<file path="src/rtl/calc_mode_if.sv">
// Button/switch inputs, serial-operator handshake and status outputs of the calculator mode controller.
interface calc_mode_if #(
  parameter int MODE_W = 4
);
  logic              inc_btn;
  logic              dec_btn;
  logic [9:0]        sw;
  logic              op_done;
  logic [MODE_W-1:0] mode;
  logic              op_start;
  logic              busy;
  logic              result_valid;
  logic              timeout_err;

  modport master (
    output inc_btn, dec_btn, sw, op_done,
    input  mode, op_start, busy, result_valid, timeout_err
  );

  modport slave (
    input  inc_btn, dec_btn, sw, op_done,
    output mode, op_start, busy, result_valid, timeout_err
  );
endinterface

</file>
<file path="src/rtl/calc_mode_controller.sv">
// Mode sequencer: button edges step a wrapped mode index and launch serial operators with done/timeout tracking.
//   state    | meaning
//   S_SETTLE | combinational mode selected, result not yet valid for one cycle
//   S_IDLE   | result stable (or timed out), waiting for a request
//   S_ISSUE  | op_start pulse to the serial operator
//   S_WAIT   | waiting for op_done, counting toward timeout
module calc_mode_controller #(
  parameter int                   NUM_MODES   = 12,
  parameter int                   MODE_W      = 4,
  parameter logic [NUM_MODES-1:0] SERIAL_MASK = 12'h150,
  parameter int                   TIMEOUT     = 255
) (
  input logic        clk,
  input logic        rst,
  calc_mode_if.slave bus
);

  localparam logic [1:0] S_SETTLE = 2'd0;
  localparam logic [1:0] S_IDLE   = 2'd1;
  localparam logic [1:0] S_ISSUE  = 2'd2;
  localparam logic [1:0] S_WAIT   = 2'd3;

  localparam int                CNT_W    = $clog2(TIMEOUT + 1);
  localparam logic [CNT_W-1:0]  CNT_LAST = CNT_W'(TIMEOUT - 1);
  localparam logic [MODE_W-1:0] MODE_MAX = MODE_W'(NUM_MODES - 1);

  logic       r_inc_s1, r_inc_s2, r_inc_d;
  logic       r_dec_s1, r_dec_s2, r_dec_d;
  logic [9:0] r_sw_s1, r_sw_s2, r_sw_d;

  logic [1:0]        r_state;
  logic [MODE_W-1:0] r_mode;
  logic [CNT_W-1:0]  r_cnt;
  logic              r_op_start;
  logic              r_busy;
  logic              r_result_valid;
  logic              r_timeout_err;

  logic              w_inc_rise, w_dec_rise, w_sw_chg, w_req, w_serial;
  logic [MODE_W-1:0] w_mode_next;

  always_ff @(posedge clk or posedge rst) begin
    if (rst) begin
      r_inc_s1 <= 1'b0;
      r_inc_s2 <= 1'b0;
      r_inc_d  <= 1'b0;
      r_dec_s1 <= 1'b0;
      r_dec_s2 <= 1'b0;
      r_dec_d  <= 1'b0;
      r_sw_s1  <= '0;
      r_sw_s2  <= '0;
      r_sw_d   <= '0;
    end else begin
      r_inc_s1 <= bus.inc_btn;
      r_inc_s2 <= r_inc_s1;
      r_inc_d  <= r_inc_s2;
      r_dec_s1 <= bus.dec_btn;
      r_dec_s2 <= r_dec_s1;
      r_dec_d  <= r_dec_s2;
      r_sw_s1  <= bus.sw;
      r_sw_s2  <= r_sw_s1;
      r_sw_d   <= r_sw_s2;
    end
  end

  assign w_inc_rise = r_inc_s2 & ~r_inc_d;
  assign w_dec_rise = r_dec_s2 & ~r_dec_d;
  assign w_sw_chg   = |(r_sw_s2 ^ r_sw_d);
  // Simultaneous inc and dec edges cancel: no step and no request.
  assign w_req      = (w_inc_rise ^ w_dec_rise) | w_sw_chg;

  always_comb begin
    w_mode_next = r_mode;
    if (w_inc_rise && !w_dec_rise)
      w_mode_next = (r_mode == MODE_MAX) ? '0 : r_mode + 1'b1;
    else if (w_dec_rise && !w_inc_rise)
      w_mode_next = (r_mode == '0) ? MODE_MAX : r_mode - 1'b1;
  end

  assign w_serial = SERIAL_MASK[w_mode_next];

  always_ff @(posedge clk or posedge rst) begin
    if (rst) begin
      r_state        <= S_SETTLE;
      r_mode         <= '0;
      r_cnt          <= '0;
      r_op_start     <= 1'b0;
      r_busy         <= 1'b1;
      r_result_valid <= 1'b0;
      r_timeout_err  <= 1'b0;
    end else begin
      r_op_start <= 1'b0;
      if (w_req) begin
        // A new request abandons any in-flight operation.
        r_mode         <= w_mode_next;
        r_cnt          <= '0;
        r_busy         <= 1'b1;
        r_result_valid <= 1'b0;
        r_timeout_err  <= 1'b0;
        if (w_serial) begin
          r_state    <= S_ISSUE;
          r_op_start <= 1'b1;
        end else begin
          r_state <= S_SETTLE;
        end
      end else begin
        case (r_state)
          S_SETTLE: begin
            r_state        <= S_IDLE;
            r_busy         <= 1'b0;
            r_result_valid <= 1'b1;
          end
          S_ISSUE: begin
            r_state <= S_WAIT;
            r_cnt   <= '0;
          end
          S_WAIT: begin
            if (bus.op_done) begin
              r_state        <= S_IDLE;
              r_busy         <= 1'b0;
              r_result_valid <= 1'b1;
            end else if (r_cnt == CNT_LAST) begin
              r_state       <= S_IDLE;
              r_busy        <= 1'b0;
              r_timeout_err <= 1'b1;
            end else begin
              r_cnt <= r_cnt + 1'b1;
            end
          end
          default: ;
        endcase
      end
    end
  end

  assign bus.mode         = r_mode;
  assign bus.op_start     = r_op_start;
  assign bus.busy         = r_busy;
  assign bus.result_valid = r_result_valid;
  assign bus.timeout_err  = r_timeout_err;

endmodule

</file>
<file path="src/flat_wrapper.sv">
// flat-port wrapper written by rule: the top's interface ports become plain ports
module calc_mode_controller_flat 
#(
  parameter int                   NUM_MODES   = 12,
  parameter int                   MODE_W      = 4,
  parameter logic [NUM_MODES-1:0] SERIAL_MASK = 12'h150,
  parameter int                   TIMEOUT     = 255
)
  (clk, rst, bus_inc_btn, bus_dec_btn, bus_sw, bus_op_done, bus_mode, bus_op_start, bus_busy, bus_result_valid, bus_timeout_err);
  calc_mode_if #(.MODE_W(MODE_W)) bus_i ();
  input logic clk;
  input logic rst;
  input wire logic [$bits(bus_i.inc_btn)-1:0] bus_inc_btn;
  input wire logic [$bits(bus_i.dec_btn)-1:0] bus_dec_btn;
  input wire logic [$bits(bus_i.sw)-1:0] bus_sw;
  input wire logic [$bits(bus_i.op_done)-1:0] bus_op_done;
  output wire logic [$bits(bus_i.mode)-1:0] bus_mode;
  output wire logic [$bits(bus_i.op_start)-1:0] bus_op_start;
  output wire logic [$bits(bus_i.busy)-1:0] bus_busy;
  output wire logic [$bits(bus_i.result_valid)-1:0] bus_result_valid;
  output wire logic [$bits(bus_i.timeout_err)-1:0] bus_timeout_err;
  assign bus_i.inc_btn = bus_inc_btn;
  assign bus_i.dec_btn = bus_dec_btn;
  assign bus_i.sw = bus_sw;
  assign bus_i.op_done = bus_op_done;
  assign bus_mode = bus_i.mode;
  assign bus_op_start = bus_i.op_start;
  assign bus_busy = bus_i.busy;
  assign bus_result_valid = bus_i.result_valid;
  assign bus_timeout_err = bus_i.timeout_err;
  calc_mode_controller #(.NUM_MODES(NUM_MODES), .MODE_W(MODE_W), .SERIAL_MASK(SERIAL_MASK), .TIMEOUT(TIMEOUT)) u_core (.clk(clk), .rst(rst), .bus(bus_i));
endmodule
</file>
<file path="config.mk">
export PLATFORM = sky130hd
export DESIGN_NAME = calc_mode_controller_flat
export DESIGN_NICKNAME = d
export VERILOG_FILES = /design/src/rtl/calc_mode_if.sv /design/src/rtl/calc_mode_controller.sv /design/src/flat_wrapper.sv
export SDC_FILE = /design/constraint.sdc
export NUM_CORES = 1
export LEC_CHECK = 0
export ABC_AREA = 1
export ABC_CLOCK_PERIOD_IN_PS = 2080
export CORE_UTILIZATION = 50
export DETAILED_ROUTE_END_ITERATION = 10
export PLACE_DENSITY = 0.71
export SLEW_MARGIN = 0
export SYNTH_ARGS = -nofsm -noshare
export SYNTH_HDL_FRONTEND = slang
export SYNTH_SLANG_ARGS = --single-unit
</file>
<file path="constraint.sdc">
create_clock -name clk -period 2.08 [get_ports clk]
set_input_delay 0.312 -clock clk [delete_from_list [all_inputs] [get_ports clk]]
set_output_delay 0.312 -clock clk [all_outputs]
set_load 0.05 [all_outputs]
</file>
# Yosys cells after proc, flatten, opt, wreduce, memory -nomap -nowiden
# Memories as Yosys holds them, arrays and structs flattened.
# Cells that the tools add are included.
# W data, S select, Z words.
dict set report word_totals {
  mem_bits_ro 16
  output_inout_bits 8
  mem_count 1
  ff_bits 54
}
dict set report classes {
  muxes 27
  n_bitwise 7
  n_eq_ne 9
  reduce_logical 17
  order_cmp 1
  n_addsub 3
}
# name depth word_bits rd rd_ports_with_merged_regs wr line
set memory_table {}
lappend memory_table {{(no name shown)} 16 1 1 0 0 calc_mode_controller.sv:80} ;# assign w_serial = SERIAL_MASK[w_mode_next];
# operator n
set op_table {}
lappend op_table {{$mux W8} 3}
lappend op_table {{$mux W4} 4}
lappend op_table {{$pmux W8 S2} 1}
lappend op_table {{$mux W1} 12}
lappend op_table {{$reduce_or A10 Y1} 1}
lappend op_table {{$xor A10 B10 Y10} 1}
lappend op_table {{$ne A3 B2 Y1 const B} 3}
lappend op_table {{$add A8 B1 Y8 const B} 1}
lappend op_table {{$eq A8 B8 Y1 const B} 1}
lappend op_table {{$mux W2} 4}
lappend op_table {{$pmux W2 S3} 1}
lappend op_table {{$reduce_and A2 Y1} 3}
lappend op_table {{$reduce_and A3 Y1} 2}
lappend op_table {{$reduce_bool A3 Y1} 2}
lappend op_table {{$lt A4 B5 Y1 const B} 1}
lappend op_table {{$add A4 B1 Y4 const B} 1}
lappend op_table {{$eq A2 B2 Y1 const B} 2}
lappend op_table {{$eq A4 B4 Y1 const B} 1}
lappend op_table {{$logic_not A4 Y1} 1}
lappend op_table {{$ne A4 B2 Y1 const B} 1}
lappend op_table {{$pmux W1 S2} 2}
lappend op_table {{$reduce_bool A2 Y1} 2}
lappend op_table {{$reduce_bool A4 Y1} 1}
lappend op_table {{$sub A4 B1 Y4 const B} 1}
lappend op_table {{other kinds (8)} 12}

# Depth between registers and ports, before layout
# Gate-level depths: netlist (run 1).
dict set report logic_depth {
  word_depth 10
  depth_mapped 16
  ltp_nobuf 15
}

# Worst setup path after synthesis (run 1)
# No wires, ideal clock.
dict set report synth_path {
  path_type {register to register}
  from {register u_core.r_mode[0] (netlist: u_core.bus.mode[0])}
  to {register u_core.r_state[1]}
  synth_period_minus_slack_ps 1886
  path_buffers 0
  path_stages_with_launch 11
  required_time_ps 1964
  setup_slack_ps 194
  t_arrival_ps 1770
  path_cell_list {dfrtp_1 inv_1 ha_1 a21oi_1 o21ai_0 nand2_1 nand3_1 nand2_1 o21ai_0 nand2_1 nand2_1}
}
dict set report synth_via {
  elab_chain_cells 8
  word_cells_on_any_way 12
}
# element line
set synth_rtl {}
lappend synth_rtl {{start: declaration} calc_mode_controller.sv:32} ;# logic [MODE_W-1:0] r_mode;
lappend synth_rtl {{start signal: assignment} calc_mode_controller.sv:95} ;# r_mode <= w_mode_next;
lappend synth_rtl {{$sub A4 B1 Y4 / $logic_not A4 Y1 (equally long branches)} calc_mode_controller.sv:77} ;# w_mode_next = (r_mode == '0) ? MODE_MAX : r_mode - 1'b1;
lappend synth_rtl {{$mux W4} calc_mode_controller.sv:77}
lappend synth_rtl {{$mux W4} calc_mode_controller.sv:76} ;# else if (w_dec_rise && !w_inc_rise)
lappend synth_rtl {{$mux W4 *} calc_mode_controller.sv:74} ;# if (w_inc_rise && !w_dec_rise)
lappend synth_rtl {{$mem_v2 Z16 W1 *} --}
lappend synth_rtl {{$mux W1 (not written as such) *} calc_mode_controller.sv:80}
lappend synth_rtl {{$mux W2 *} calc_mode_controller.sv:100} ;# if (w_serial) begin
lappend synth_rtl {{$mux W2 *} calc_mode_controller.sv:93} ;# if (w_req) begin
lappend synth_rtl {{end signal: assignment} calc_mode_controller.sv:84} ;# r_state <= S_SETTLE;
lappend synth_rtl {{end signal: assignment} calc_mode_controller.sv:101} ;# r_state <= S_ISSUE;
lappend synth_rtl {{end signal: assignment} calc_mode_controller.sv:104} ;# r_state <= S_SETTLE;
lappend synth_rtl {{end: declaration} calc_mode_controller.sv:31} ;# logic [1:0] r_state;
# Every way passes the cells marked *; elsewhere a longest branch is shown, timed or not. The select of a mux whose other input is x is not followed.
# A chain may end at the register's enable or synchronous reset.

# Final worst setup path (run 1)
dict set report layout_path {
  from {register u_core.r_mode[3] (netlist: u_core.bus.mode[3])}
  to {output bus_mode[3]}
}
# element line
set layout_rtl {}
lappend layout_rtl {{end: declaration} flat_wrapper.sv:17} ;# output wire logic [$bits(bus_i.mode)-1:0] bus_mode;
# No word-level cell between the ends.

==> metrics.md, run 1 <==
| Metric | Value |
|---|---|
| Clk slew on worst S/H paths | `0.10 ns` |
| ANT nets after route | `0` |
| Reg2Reg Depth | `12` |
| Worst setup path endpoint | `bus_mode[3]` |
| Post-synthesis sequential element count | `54` |
| Outcome | `complete, no violations` |
| Post-Synthesis Mean Instance Area | `8.28 µm²` |
| Slowest cell on the critical path | `clkdlybuf4s50_1` |
| Launch point of the critical path | `u_core.bus.mode[3]$_DFFE_PP0N_` |
| Register-to-register setup slack | `0.17 ns` |
| Delay of the slowest cell on the worst path | `0.85 ns` |
| Length of routed wiring on met1 | `2010 µm` |
| Max Freq | `513 MHz` |
| Number of antenna violations at the first check in global routing | `0` |
| Max-slew headroom | `0.670` |
| Unique cell type count in the Yosys netlist | `27` |
| Die boundary height | `73.2 µm` |
| Critical register-to-register path startpoint | `u_core.r_inc_d$_DFF_PP0_` |
| Average vias per placed instance | `4.72` |
| Routability cong. | `0.888` |
| H-tree Lvls | `2` |
| Number of max-capacitance violations reported | `0` |
| Critical path depth | `1` |
| Number of buffers and inverters on the critical path | `1` |
| Share of the cycle needed by the critical path after routing | `0.937` |
| Most used DFF post-synth | `dfrtp_1` |
| Crit-path cells | `clkdlybuf4s50_1` |
| Gate family responsible for the most delay along the worst path | `buffers and inverters` |
| Total number of clock tree sinks | `54` |
| Clock root buffer | `clkbuf_8` |
| Post-route design area | `0.00304 mm²` |
| Post-synth top cells | `85 x nand2_1, 53 x dfrtp_1, 53 x inv_1` |
| Largest fanout on the critical path | `8` |
| Worst Max-Slew Pin Slew | `0.493 ns` |
| Starting Density | `0.529` |
| Setup repair after global routing missed its margin | `true` |
| Global-route wire length before repair | `7370 µm` |
| Total negative slack | `0 ns` |
| Rows | `25` |
| Pin count of the biggest net entering global routing | `55` |
| Post-layout utilization of the core | `0.634` |
| Hold violation count in the final report | `0` |
| PortBufs | `22` |
| Mapped cell area | `0.00253 mm²` |
| Number of buffers on the longest clock path | `2` |
| Required time of the critical path | `1.77 ns` |
| Most common cell in the synthesized netlist | `nand2_1` |
| Endpoints failing setup | `0` |
| Share of flip-flops with an asynchronous set or reset after synthesis | `1.00` |
| Gr ovfl total | `0` |
| Share of layout cells above drive strength 1 | `0.108` |
| Detailed route wirelength on metal3 | `146 µm` |
| Sum of internal, switching and leakage power | `2.58 mW` |
| Worst r2r dst | `u_core.r_cnt[1]$_DFFE_PP0P_` |
| Leakage | `1.51 nW` |
| Hold-critical path depth | `0` |
| Post-cts hold buffer count | `0` |
| Pwr dens | `850 mW/mm²` |
| Layout overhead on the synthesized area | `19.9%` |
| Clock tree from TritonCTS | `built` |
| Number of global-route vias before repair | `1,767` |
| Area after DPL | `0.00285 mm²` |
| HP Start | `u_core.r_sw_s1[2]$_DFF_PP0_` |
| Width of the chip | `73.2 µm` |
| Final WL | `4230 µm` |
| Clock buffers created by TritonCTS | `5` |
| Met2 layer wire length in the routed design | `2010 µm` |
| Top metal layer carrying routed signals | `met4` |
| Final #Nets | `364` |
| Die area | `0.00535 mm²` |
| Clock Latency Late Sink | `0.31 ns` |
| DRC violations left | `0` |
| Worst Setup Path Type | `flip-flop to output pin` |
| Endpoint kind of the worst setup timing path | `output pin` |
| Global routing usage summed across all routing layers | `0.180` |
| Detailed Route Iter0 Violations | `116` |
| Biggest area contributors in the synthesized netlist | `dfrtp_1 52%, nand2_1 13%, inv_1 7.9%, nor2_1 4.7%, nand3_1 4.2%` |
| Fin. max-slew vios | `0` |
| Area fraction of the dominant cell type after synthesis | `0.524` |
| # diodes | `0` |
| Library cell with the largest summed area after synthesis | `dfrtp_1` |
| Wire length per cell | `10.3 µm` |
| First-pass detailed-route iteration total | `4` |
| Worst min path class | `flip-flop to flip-flop` |
| Total I/O pin count | `23` |
| Core area | `0.00479 mm²` |
| Post-DP HPWL | `3020 µm` |
| Number of enable flip-flop cells after synthesis | `0` |
| Shortest period the worst path allows | `1.95 ns` |
| Cells after Synth | `306` |
| Worst IR Drop VDD | `525 µV` |
| Number of warnings issued by yosys | `0` |
| Mapped Nets | `329` |
| Seq/Total Area, Yosys | `0.534` |
| Vias after detailed routing | `1,930` |
| Worst clock skew | `0.00723 ns` |
| Arrival time of data at the critical path endpoint | `1.64 ns` |
| Crit path launch type | `flip-flop` |
-- worst register-to-register path, delay by kind of cell, from the launching register on --
kind                     cells  cell delay (ns)
AND/OR/NAND/NOR              8             0.95
flip-flops                   1             0.38
adder cells (fa/ha/maj)      1             0.30
AO/OA/AOI/OAI                1             0.11
buffers and inverters        2             0.10
-- cells in the final DEF (no fill, tap or decap), types with 2 or more instances in the layout --
| master | count |
|---|---|
| inv_1 | 52 |
| dfrtp_1 | 53 |
| nand2_2 | 7 |
| nor2_4 | 2 |
| nor3_1 | 2 |
| nor2_1 | 30 |
| nor2_2 | 4 |
| nand4_1 | 7 |
| ha_1 | 8 |
| nand2_1 | 84 |
| o211ai_1 | 2 |
| a21oi_1 | 6 |
| nand3_2 | 2 |
| nand3_1 | 19 |
| buf_4 | 5 |
| clkdlybuf4s50_1 | 22 |
| nand3b_1 | 2 |
| o21ai_0 | 12 |
| inv_2 | 2 |
| clkbuf_8 | 5 |
-- timing repair --
| action | CTS | global route |
|---|---|---|
| setup endpoints to repair | 0 | 10 |
| setup buffers | 0 | 5 |
| hold endpoints to repair | 0 | 0 |
| resized for setup | 0 | 7 |
-- area by class of cell --
cell class / instances / area [µm²]
Timing Repair Buffer: 28 / 278
Fill cell: 397 / 1750
Clock buffer: 5 / 68.8
Inverter: 56 / 213
Clock inverter: 3 / 47.5
Tap cell: 67 / 83.8
Sequential cell: 54 / 1350
Multi-Input combinational cell: 196 / 992
-- per-stage QoR --
stage	worst slack [ns]	hold WS [ns]	std cells
after global placement	0.101	0.332	395
final	0.132	0.347	409
after detailed placement	0.0684	0.335	395
after floorplan	0.194	0.331	306
after CTS	0.0401	0.357	403
after global routing	-0.0191	0.361	409
-- flip-flops by register name, indices dropped and copies added, names as in the netlist --
signal and flops:
u_core.r_inc_s2 1, u_core.r_sw_s1 10, u_core.r_dec_s2 1, u_core.r_dec_s1 1, u_core.r_sw_d 10, u_core.r_dec_d 1
u_core.r_inc_d 1, u_core.r_inc_s1 1, u_core.r_state 2, u_core.bus.busy 1, u_core.bus.timeout_err 1, u_core.bus.result_valid 1
u_core.bus.mode 4, u_core.r_cnt 8, u_core.bus.op_start 1, u_core.r_sw_s2 10
-- report_power, final --
part           leakage [nW]  total [mW]  internal (mW)  switching (mW)
combinational         0.796       0.654          0.237           0.417
sequential            0.657        1.22           1.13          0.0885
clock                0.0587       0.703          0.365           0.338
-- cells by family (layout without fill, tap and decap cells) --
group,count (synthesis),in the layout,synth area share
xor+xnor,2,2,0.00692
buf+inv,57,92,0.0850
fa+ha+maj,8,8,0.0395
flops,54,54,0.534
compound gates,24,24,0.0529
simple gates,161,162,0.282
-- layer usage --
layer  global-route usage  vias to the layer above
li1                     -                     1016
met1                0.241                      876
met2                0.285                       32
met3               0.0442                        6
met4               0.0610                        0
met5                    0                        -
-- how the worst min path moves through the flow --
stage                                   to  slack (ns)
2_1_floorplan    u_core.r_dec_s2$_DFF_PP0_        0.33
3_3_place_gp   u_core.r_sw_s2[0]$_DFF_PP0_        0.33
3_5_place_dp     u_core.r_dec_s2$_DFF_PP0_        0.33
4_1_cts          u_core.r_dec_s1$_DFF_PP0_        0.36
5_1_grt        u_core.r_sw_s2[2]$_DFF_PP0_        0.36
6_report       u_core.r_sw_s2[2]$_DFF_PP0_        0.35
Power figures use the tool's default switching activity.
==> run 2: changes to the inputs <==
--- a/config.mk
+++ b/config.mk
@@ -9,8 +9,8 @@
 export ABC_CLOCK_PERIOD_IN_PS = 2080
 export CORE_UTILIZATION = 50
 export DETAILED_ROUTE_END_ITERATION = 10
-export PLACE_DENSITY = 0.71
-export SLEW_MARGIN = 0
+export PLACE_DENSITY_LB_ADDON = 0.3
+export SLEW_MARGIN = 20
 export SYNTH_ARGS = -nofsm -noshare
 export SYNTH_HDL_FRONTEND = slang
 export SYNTH_SLANG_ARGS = --single-unit
==> metrics.md, run 2 (synthesized netlist as in run 1, its figures left out) <==
| Metric | Value |
|---|---|
| Outcome | `complete, no violations (unchanged)` |
| Max Freq | `511 MHz (was 513 MHz)` |
| Shortest period the worst path allows | `1.96 ns (was 1.95 ns)` |
| DRC violations left | `0 (unchanged)` |
| Hold violation count in the final report | `0 (unchanged)` |
| Commonest non-fill, non-tap cell in the layout | `nand2_1 (unchanged)` |
| Gr ovfl total | `0 (unchanged)` |
| Leakage | `1.51 nW (about the same)` |
| # diodes | `0 (unchanged)` |
| Registers with the highest flip-flop counts | `u_core.r_sw_d x10, u_core.r_sw_s1 x10, u_core.r_sw_s2 x10 (unchanged)` |
| Fin. max-slew vios | `0 (unchanged)` |
| Clock buffers created by TritonCTS | `5 (unchanged)` |
| Max-slew headroom | `0.669 (was 0.670)` |
| Worst setup slack after placement | `0.0754 ns (was 0.0684 ns)` |
| Critical register-to-register path startpoint | `u_core.r_inc_s2$_DFF_PP0_ (was u_core.r_inc_d$_DFF_PP0_)` |
| Crit path launch type | `flip-flop (unchanged)` |
| Share of layout cells above drive strength 1 | `0.0994 (was 0.108)` |
| Clock root buffer | `clkbuf_8 (unchanged)` |
| Vias after detailed routing | `1,921 (was 1,930)` |
| Pin count of the biggest net entering global routing | `29 (was 55)` |
| Worst IR Drop VDD | `472 µV (was 525 µV)` |
| Final cell count without fillers | `409 (unchanged)` |
| Post-DP HPWL | `3070 µm (was 3020 µm)` |
| Total negative slack | `0 ns (unchanged)` |
| Final worst slack | `0.123 ns (was 0.132 ns)` |
| Register-to-register setup slack | `0.15 ns (was 0.17 ns)` |
| Total I/O pin count | `23 (unchanged)` |
| Critical path depth | `1 (unchanged)` |
| Clk slew on worst S/H paths | `0.10 ns (about the same)` |
| Global routing usage summed across all routing layers | `0.176 (was 0.180)` |
| Number of buffers and inverters on the critical path | `1 (unchanged)` |
| Number of max-capacitance violations reported | `0 (unchanged)` |
| Detailed Route Iter0 Violations | `132 (was 116)` |
| Reg2Reg Depth | `14 (was 12)` |
| Largest fanout on the critical path | `8 (unchanged)` |
| Number of placed cells counting well taps | `396 (was 395)` |
| ANT nets after route | `0 (unchanged)` |
| Layout overhead on the synthesized area | `19.5% (was 19.9%)` |
| PortBufs | `22 (unchanged)` |
| Pwr dens | `847 mW/mm² (was 850 mW/mm²)` |
| Number of buffers on the longest clock path | `2 (unchanged)` |
| Number of global-route vias before repair | `1,750 (was 1,767)` |
| Endpoints failing setup | `0 (unchanged)` |
| Delay of the slowest cell on the worst path | `0.85 ns (about the same)` |
| Clock Latency Late Sink | `0.31 ns (about the same)` |
| Average vias per placed instance | `4.70 (was 4.72)` |
| Arrival time of data at the critical path endpoint | `1.65 ns (was 1.64 ns)` |
| Worst clock skew | `0.0130 ns (was 0.00723 ns)` |
| Sum of internal, switching and leakage power | `2.56 mW (was 2.58 mW)` |
| Die boundary height | `73.2 µm (unchanged)` |
| Worst Setup Path Type | `flip-flop to output pin (unchanged)` |
| Global-route wire length before repair | `7240 µm (was 7370 µm)` |
| Commonest cells after routing, fill and taps aside | `85 x nand2_1, 53 x dfrtp_1, 51 x inv_1 (was 84 x nand2_1, 53 x dfrtp_1, 52 x inv_1)` |
| Total number of clock tree sinks | `54 (unchanged)` |
| Launch point of the critical path | `u_core.bus.mode[3]$_DFFE_PP0N_ (unchanged)` |
| Clock tree from TritonCTS | `built (unchanged)` |
| Worst r2r dst | `u_core.r_state[1]$_DFFE_PP0P_ (was u_core.r_cnt[1]$_DFFE_PP0P_)` |
| Endpoint kind of the worst setup timing path | `output pin (unchanged)` |
| Die area | `0.00535 mm² (unchanged)` |
| First-pass detailed-route iteration total | `5 (was 4)` |
| H-tree Lvls | `2 (unchanged)` |
| Final #Nets | `364 (unchanged)` |
| Wire length per cell | `10.1 µm (was 10.3 µm)` |
| Routability cong. | `0.907 (was 0.888)` |
| Crit-path cells | `clkdlybuf4s50_1 (unchanged)` |
| Required time of the critical path | `1.77 ns (about the same)` |
| Slowest cell on the critical path | `clkdlybuf4s50_1 (unchanged)` |
| Core area | `0.00479 mm² (unchanged)` |
| Worst min path class | `input pin to async pin (was flip-flop to flip-flop)` |
| Final WL | `4120 µm (was 4230 µm)` |
| Setup repair after global routing missed its margin | `false (was true)` |
| Worst Max-Slew Pin Slew | `0.494 ns (was 0.493 ns)` |
| Share of the cycle needed by the critical path after routing | `0.941 (was 0.937)` |
| Width of the chip | `73.2 µm (unchanged)` |
| Worst setup path endpoint | `bus_mode[3] (unchanged)` |
| Starting Density | `0.529 (unchanged)` |
| Post-layout utilization of the core | `0.632 (was 0.634)` |
| Rows | `25 (unchanged)` |
| Gate family responsible for the most delay along the worst path | `buffers and inverters (unchanged)` |
| Number of antenna violations at the first check in global routing | `0 (unchanged)` |
-- run 2: timing repair --
action,CTS,global route
setup endpoints to repair,0,8
setup buffers,0,5
hold buffers,0,0
gates resized for setup,0,5
-- run 2: cell type report --
cell class              count  area (µm²)
fillers                   390        1760
well taps                  67        83.8
flip-flops and latches     54        1350
multi-input cells         195         982
repair buffers             29         285
clock inverters             2        37.5
inverters                  56         213
clock buffers               6        72.6
-- run 2: where the power goes --
group	internal, mW	switching [mW]
clock	0.359	0.322
combinational	0.240	0.419
sequential	1.13	0.0901
-- run 2: routing by layer --
layer | track usage | part of all wire | up-vias
met2 | 0.281 | 0.47 | 28
met4 | 0.0654 | 0.016 | 0
met3 | 0.0414 | 0.027 | 7
met1 | 0.234 | 0.49 | 874
met5 | 0 | 0 | -
li1 | - | - | 1012
-- run 2: worst min-delay path by stage --
stage                                           start                     endpoint  slack (ns)  cells after the start
final                                             rst  u_core.r_sw_s1[3]$_DFF_PP0_        0.25                      2
after CTS                                         rst  u_core.r_sw_s1[3]$_DFF_PP0_        0.25                      2
after detailed placement    u_core.r_inc_s1$_DFF_PP0_    u_core.r_inc_s2$_DFF_PP0_        0.34                      0
after global routing                              rst  u_core.r_sw_s1[3]$_DFF_PP0_        0.26                      2
after floorplan             u_core.r_dec_s1$_DFF_PP0_    u_core.r_dec_s2$_DFF_PP0_        0.33                      0
after global placement    u_core.r_sw_s1[8]$_DFF_PP0_  u_core.r_sw_s2[8]$_DFF_PP0_        0.33                      0
-- run 2: per-stage QoR --
stage | hold slack (ns) | area [µm²]
2_1_floorplan | 0.331 | 2530
3_3_place_gp | 0.332 | 2860
3_5_place_dp | 0.336 | 2860
4_1_cts | 0.248 | 2970
5_1_grt | 0.264 | 3030
6_report | 0.246 | 3030
==> run 3: changes to the inputs <==
--- a/config.mk
+++ b/config.mk
@@ -8,6 +8,7 @@
 export ABC_AREA = 1
 export ABC_CLOCK_PERIOD_IN_PS = 2080
 export CORE_UTILIZATION = 50
+export CTS_CLUSTER_DIAMETER = 200
 export DETAILED_ROUTE_END_ITERATION = 10
 export PLACE_DENSITY_LB_ADDON = 0.3
 export SLEW_MARGIN = 20
==> results of run 3 <==
Final layout, timing and power as in run 2 (identical DEF).
